### src/rtl/alu_share_ctrl_pkg.sv
// Shared definitions for the shared-ALU controller: ALU opcodes, condition-code
// reset values, the response-slot state type and small opcode helpers.
package alu_share_ctrl_pkg;

  localparam int WIDTH_DEFAULT = 64;

  // ALU operation encodings; these must match the external ALU's decoder
  localparam logic [1:0] ALU_ADD = 2'b00;
  localparam logic [1:0] ALU_SUB = 2'b01;
  localparam logic [1:0] ALU_AND = 2'b10;
  localparam logic [1:0] ALU_XOR = 2'b11;

  // Condition codes come out of reset as "last result was zero"
  localparam logic CC_ZF_RST = 1'b1;
  localparam logic CC_SF_RST = 1'b0;
  localparam logic CC_OF_RST = 1'b0;

  // last_grant resets to requester 1 so requester 0 wins the first contention
  localparam logic LAST_GRANT_RST = 1'b1;

  typedef enum logic {
    SLOT_EMPTY = 1'b0,
    SLOT_FULL  = 1'b1
  } slot_state_t;

  typedef struct packed {
    logic zf;
    logic sf;
    logic of;
  } cc_t;

  localparam cc_t CC_RST = '{zf: CC_ZF_RST, sf: CC_SF_RST, of: CC_OF_RST};

  // Logical ops (and/xor) have bit 1 of the opcode set; they never overflow
  function automatic logic isLogicOp(input logic [1:0] op);
    return op[1];
  endfunction

  // Overflow as committed by this block: the ALU flag, suppressed for logical ops
  function automatic logic maskOverflow(input logic flag, input logic [1:0] op);
    return flag & ~isLogicOp(op);
  endfunction

endpackage

### src/rtl/alu_share_ctrl_arbiter.sv
// Two-way round-robin arbiter. Grants are combinational and only issued while
// en is high; the last granted id is remembered so that under contention the
// other requester wins next.
module rr_arbiter2
  import alu_share_ctrl_pkg::*;
(
  input  logic       clk,
  input  logic       rst,
  input  logic [1:0] req,
  input  logic       en,
  output logic [1:0] grant,
  output logic       last_grant
);

  logic       r_lastGrant;
  logic [1:0] w_grant;

  // Pick a requester: a lone request wins outright, contention goes to the id
  // that did not win last time
  always_comb begin
    w_grant = 2'b00;
    if (en) begin
      case (req)
        2'b01:   w_grant = 2'b01;
        2'b10:   w_grant = 2'b10;
        2'b11:   w_grant = r_lastGrant ? 2'b01 : 2'b10;
        default: w_grant = 2'b00;
      endcase
    end
  end

  // Remember the winner of every issued grant; idle or stalled cycles keep it
  always_ff @(posedge clk or posedge rst) begin
    if (rst) begin
      r_lastGrant <= LAST_GRANT_RST;
    end else if (w_grant[1]) begin
      r_lastGrant <= 1'b1;
    end else if (w_grant[0]) begin
      r_lastGrant <= 1'b0;
    end
  end

  assign grant      = w_grant;
  assign last_grant = r_lastGrant;

endmodule

### src/rtl/alu_share_ctrl.sv
// Shares one external combinational ALU between two requesters using a
// round-robin arbiter, a single registered response slot tagged with the
// requester id, and owns the Y86 condition-code register (ZF/SF/OF).
module alu_share_ctrl
  import alu_share_ctrl_pkg::*;
#(
  parameter int WIDTH = WIDTH_DEFAULT
) (
  input  logic             clk,
  input  logic             rst,

  input  logic             req0_valid,
  output logic             req0_ready,
  input  logic [WIDTH-1:0] req0_a,
  input  logic [WIDTH-1:0] req0_b,
  input  logic [1:0]       req0_op,
  input  logic             req0_setcc,

  input  logic             req1_valid,
  output logic             req1_ready,
  input  logic [WIDTH-1:0] req1_a,
  input  logic [WIDTH-1:0] req1_b,
  input  logic [1:0]       req1_op,
  input  logic             req1_setcc,

  output logic             rsp_valid,
  input  logic             rsp_ready,
  output logic             rsp_id,
  output logic [WIDTH-1:0] rsp_result,
  output logic             rsp_overflow,

  output logic             cc_zf,
  output logic             cc_sf,
  output logic             cc_of,

  output logic [WIDTH-1:0] alu_num1,
  output logic [WIDTH-1:0] alu_num2,
  output logic [1:0]       alu_operation,
  input  logic [WIDTH-1:0] alu_result,
  input  logic             alu_overflow_flag
);

  slot_state_t      r_state;
  logic             r_rspId;
  logic [WIDTH-1:0] r_rspResult;
  logic             r_rspOverflow;
  cc_t              r_cc;

  logic             w_slotFree;
  logic             w_arbEn;
  logic [1:0]       w_grant;
  logic             w_lastGrant;
  logic             w_accept;
  logic             w_sel;
  logic             w_setcc;
  logic             w_ovfMasked;

  // The slot can take a new result when empty or when its current content is
  // being consumed this very cycle; nothing is granted while reset is held
  assign w_slotFree = (r_state == SLOT_EMPTY) || rsp_ready;
  assign w_arbEn    = w_slotFree && !rst;

  rr_arbiter2 u_arbiter (
    .clk        (clk),
    .rst        (rst),
    .req        ({req1_valid, req0_valid}),
    .en         (w_arbEn),
    .grant      (w_grant),
    .last_grant (w_lastGrant)
  );

  assign w_accept   = |w_grant;
  assign req0_ready = w_grant[0];
  assign req1_ready = w_grant[1];

  // With no grant the ALU keeps looking at the last winner's inputs so its
  // operands stay known-valued rather than floating
  assign w_sel = w_grant[1] | (~w_grant[0] & w_lastGrant);

  assign alu_num1      = w_sel ? req1_a  : req0_a;
  assign alu_num2      = w_sel ? req1_b  : req0_b;
  assign alu_operation = w_sel ? req1_op : req0_op;
  assign w_setcc       = w_sel ? req1_setcc : req0_setcc;

  assign w_ovfMasked = maskOverflow(alu_overflow_flag, alu_operation);

  // Response slot state machine: an accept always (re)loads the slot, a
  // consume without an accept empties it, a stall leaves everything untouched
  always_ff @(posedge clk or posedge rst) begin
    if (rst) begin
      r_state       <= SLOT_EMPTY;
      r_rspId       <= 1'b0;
      r_rspResult   <= '0;
      r_rspOverflow <= 1'b0;
    end else begin
      case (r_state)
        SLOT_EMPTY: begin
          if (w_accept) begin
            r_state       <= SLOT_FULL;
            r_rspId       <= w_grant[1];
            r_rspResult   <= alu_result;
            r_rspOverflow <= w_ovfMasked;
          end
        end
        SLOT_FULL: begin
          if (w_accept) begin
            r_state       <= SLOT_FULL;
            r_rspId       <= w_grant[1];
            r_rspResult   <= alu_result;
            r_rspOverflow <= w_ovfMasked;
          end else if (rsp_ready) begin
            r_state <= SLOT_EMPTY;
          end
        end
        default: begin
          r_state <= SLOT_EMPTY;
        end
      endcase
    end
  end

  // Condition codes commit at accept time for setcc requests, independent of
  // when the consumer eventually drains the response
  always_ff @(posedge clk or posedge rst) begin
    if (rst) begin
      r_cc <= CC_RST;
    end else if (w_accept && w_setcc) begin
      r_cc.zf <= (alu_result == '0);
      r_cc.sf <= alu_result[WIDTH-1];
      r_cc.of <= w_ovfMasked;
    end
  end

  assign rsp_valid    = (r_state == SLOT_FULL);
  assign rsp_id       = r_rspId;
  assign rsp_result   = r_rspResult;
  assign rsp_overflow = r_rspOverflow;

  assign cc_zf = r_cc.zf;
  assign cc_sf = r_cc.sf;
  assign cc_of = r_cc.of;

endmodule
### config.mk
export PLATFORM = sky130hd
export DESIGN_NAME = alu_share_ctrl
export DESIGN_NICKNAME = d
export VERILOG_FILES = /design/src/rtl/alu_share_ctrl_pkg.sv /design/src/rtl/alu_share_ctrl_arbiter.sv /design/src/rtl/alu_share_ctrl.sv
export SDC_FILE = /design/constraint.sdc
export NUM_CORES = 1
export LEC_CHECK = 0
export ABC_AREA = 1
export CORE_AREA = 2 2 207 209
export CTS_CLUSTER_DIAMETER = 80
export DETAILED_ROUTE_END_ITERATION = 8
export DIE_AREA = 0 0 209 211
export PLACE_DENSITY = 0.44
export SETUP_SLACK_MARGIN = 0.3
export SKIP_LAST_GASP = 1
export SLEW_MARGIN = 20
export SYNTH_ARGS = -nofsm -noshare
export SYNTH_HDL_FRONTEND = slang
export SYNTH_SLANG_ARGS = --single-unit
### constraint.sdc
create_clock -name clk -period 10.6 [get_ports clk]
set_input_delay 2.65 -clock clk [delete_from_list [all_inputs] [get_ports clk]]
set_output_delay 2.65 -clock clk [all_outputs]
set_load 0.01 [all_outputs]
==> impl_metrics.ini <==
[detailed_routing]
drc = 0
postRouteAntennaNets = 0
initialDrtViolationCount = 389
routedWlPerCell_um = 18.9
vias_per_cell = 3.85
dr_total_vias = 7080
drtPass1Iterations = 4
wl_um = 34700

[clock_network]
cts_root_buf = clkbuf_16
path_clk_slew_ns = 0.06
htreeDepth = 3
cts_buffers = 9
ctsLongestPathBuffers = 2
cts_resized = 0
clock-sinks = 71
cts_hold_buf = 0
clk_latency_ns = 0.33
postCtsSetupRepairBufs = 0
cts_tree = yes

[finish]
most-common-layout-cells = clkdlybuf4s50_1, nand2_1, nand3_1
nets = 1617
instances_no_fill = 1837
area.growth.synth_to_final_pct = 127
drive_gt1_frac = 0.0240
layout_commonest_cell = clkdlybuf4s50_1

[placement]
post-place-cells = 1813
place.gp.congestion = 0.913
place_hpwl_um = 29200
preCtsSetupSlack_ns = 1.76
numPortBuffers = 533

[floorplanning]
core-area_um2 = 41800
initial_core_util = 0.116
io_pins = 534
die_area_um2 = 44100
rows = 75
die_width_um = 209
dieHeight_um = 211

[worst_setup_path]
crit_type = in -> out
critPathMaxFanout = 74
worstPathArrival_ns = 6.08
start_kind = primary input
crit_path_end_kind = primary output
cp_data_required_time_ns = 7.95
critical_path.startpoint = rst
regToRegStartpoint = rsp_valid

[yosys]
synth_area_leaders = dfrtp_1, nand2_1, nand3_1
seq_area_frac_synth = 0.368
ys_types = 18
synth_nets = 1121
yosysTopAreaCellShare = 0.357
ys_ff_latch = 71
syn_area_um2 = 4830
yosys_warnings = 0
yosys.area.top_type = dfrtp_1
syn-mean-instance-area_um2 = 6.12
synthCells = 789

[sta]
tns_ns = 0
holdWs_ns = 0.474
min_period_ns = 8.73
fin_ws_ns = 1.87
post-route-period-util = 0.823
setup_viol_count_final = 0
tightest_slew_ns = 0.867
skew_ns = 0.00449
hold_violations = 0
drv_slew = 0
fmax_ghz = 0.115
rsz0062_at_grt = no
maxSlewHeadroom = 0.422

[global_route]
track_usage = 0.150
grt_max_degree = 96
grt_pass1_wl_um = 49000
grt_pass1_vias = 7146
antenna_found_initial = 9
gr-total-overflow = 0

[power_and_ir_drop]
peakVddDrop_mv = 0.0595
clock_power_share = 0.225
powerDensity_nw_per_um2 = 132
power.share.switching = 0.352
switching_power_uw = 513
p_int_uw = 942
combPwrFrac = 0.540
power_frac_seq = 0.236
power_leakage_uw = 0.00499
power_uw = 1450

[hold_path]
min_from = rsp_id
hp-class = reg -> reg

[run]
max-cap-violations = 0

[run_status]
run_status = finished, final reports clean
## cells in the mapped netlist
| library cell | number |
|---|---|
| nand2_2 | 3 |
| buf_2 | 42 |
| inv_2 | 2 |
| dfstp_2 | 2 |
| inv_1 | 53 |
| buf_6 | 1 |
| o21ai_0 | 46 |
| nand2_1 | 382 |
| clkbuf_1 | 12 |
| nor2_1 | 22 |
| dfrtp_1 | 69 |
| nor3_1 | 2 |
| nand4_2 | 1 |
| nand3_1 | 143 |
| o211ai_2 | 1 |
| o21bai_4 | 1 |
| nand4_1 | 6 |
| buf_4 | 1 |
## critical path, cell delays in order
cell and delay (ns):
clkdlybuf4s50_1 0.47, clkinv_2 0.49, nand2_2 0.32, o21bai_4 0.17, nand2_4 0.63, buf_4 0.41
nand2_1 0.10, nand2_1 0.11, clkdlybuf4s50_1 0.59
## power by group through the flow
stage | Clock, uW | Sequential, uW | Combinational [uW]
floorplan | 0 | 364 | 274
global placement | 0 | 345 | 795
global route | 350 | 349 | 852
CTS | 339 | 344 | 796
finish | 327 | 343 | 785
detailed placement | 0 | 346 | 794
## layer usage
| metal | vias up | track usage | wire length (um) |
|---|---|---|---|
| met2 | 320 | 0.253 | 17200 |
| met4 | 0 | 0.0453 | 606 |
| met1 | 3254 | 0.182 | 14100 |
| met3 | 26 | 0.0480 | 2790 |
| met5 | - | 0 | 0 |
| li1 | 3480 | - | - |
## area by class of cell
cell class,instances,area (um^2)
fill,4635,30800
timing repair buffer,541,5400
multi-input combinational,607,2590
sequential,71,1780
tap,539,674
clock buffer,12,246
inverter,55,208
clock inverter,3,67.6
antenna,9,22.5
## state kept, by name, summed over array words and instances, names as in the netlist
register and count:
cc_sf 1, rsp_valid 1, rsp_id 1, cc_of 1
cc_zf 1, u_arbiter.last_grant 1, rsp_overflow 1, rsp_result 64
## per-stage QoR
step,utilization,instance area (um^2)
global route,0.263,11000
global placement,0.255,10700
detailed placement,0.255,10700
CTS,0.263,11000
floorplan,-,4830
finish,0.263,11000
## logic make-up (layout without fill, tap and decap cells)
| family | Yosys count | after routing | share of synthesized area |
|---|---|---|---|
| and+or+nand+nor | 559 | 559 | 0.478 |
| other | 0 | 9 | 0 |
| AOI/OAI and AO/OA | 48 | 48 | 0.0541 |
| DFF | 71 | 71 | 0.368 |
| buffers and inverters | 111 | 611 | 0.0994 |
## path summary, 6_finish.rpt
| kind | to | slack [ns] | depth (start not counted) |
|---|---|---|---|
| max | alu_num2[44] | 1.87 | 9 |
| min in group asynchronous | rsp_result[22] | 2.70 | 2 |
| max in group asynchronous | cc_zf | 6.91 | 3 |
| min reg2reg | rsp_id | 0.47 | 2 |
| max reg2reg | cc_of | 8.09 | 9 |
| min | rsp_id | 0.47 | 2 |
(Power assumes the default switching activity.)
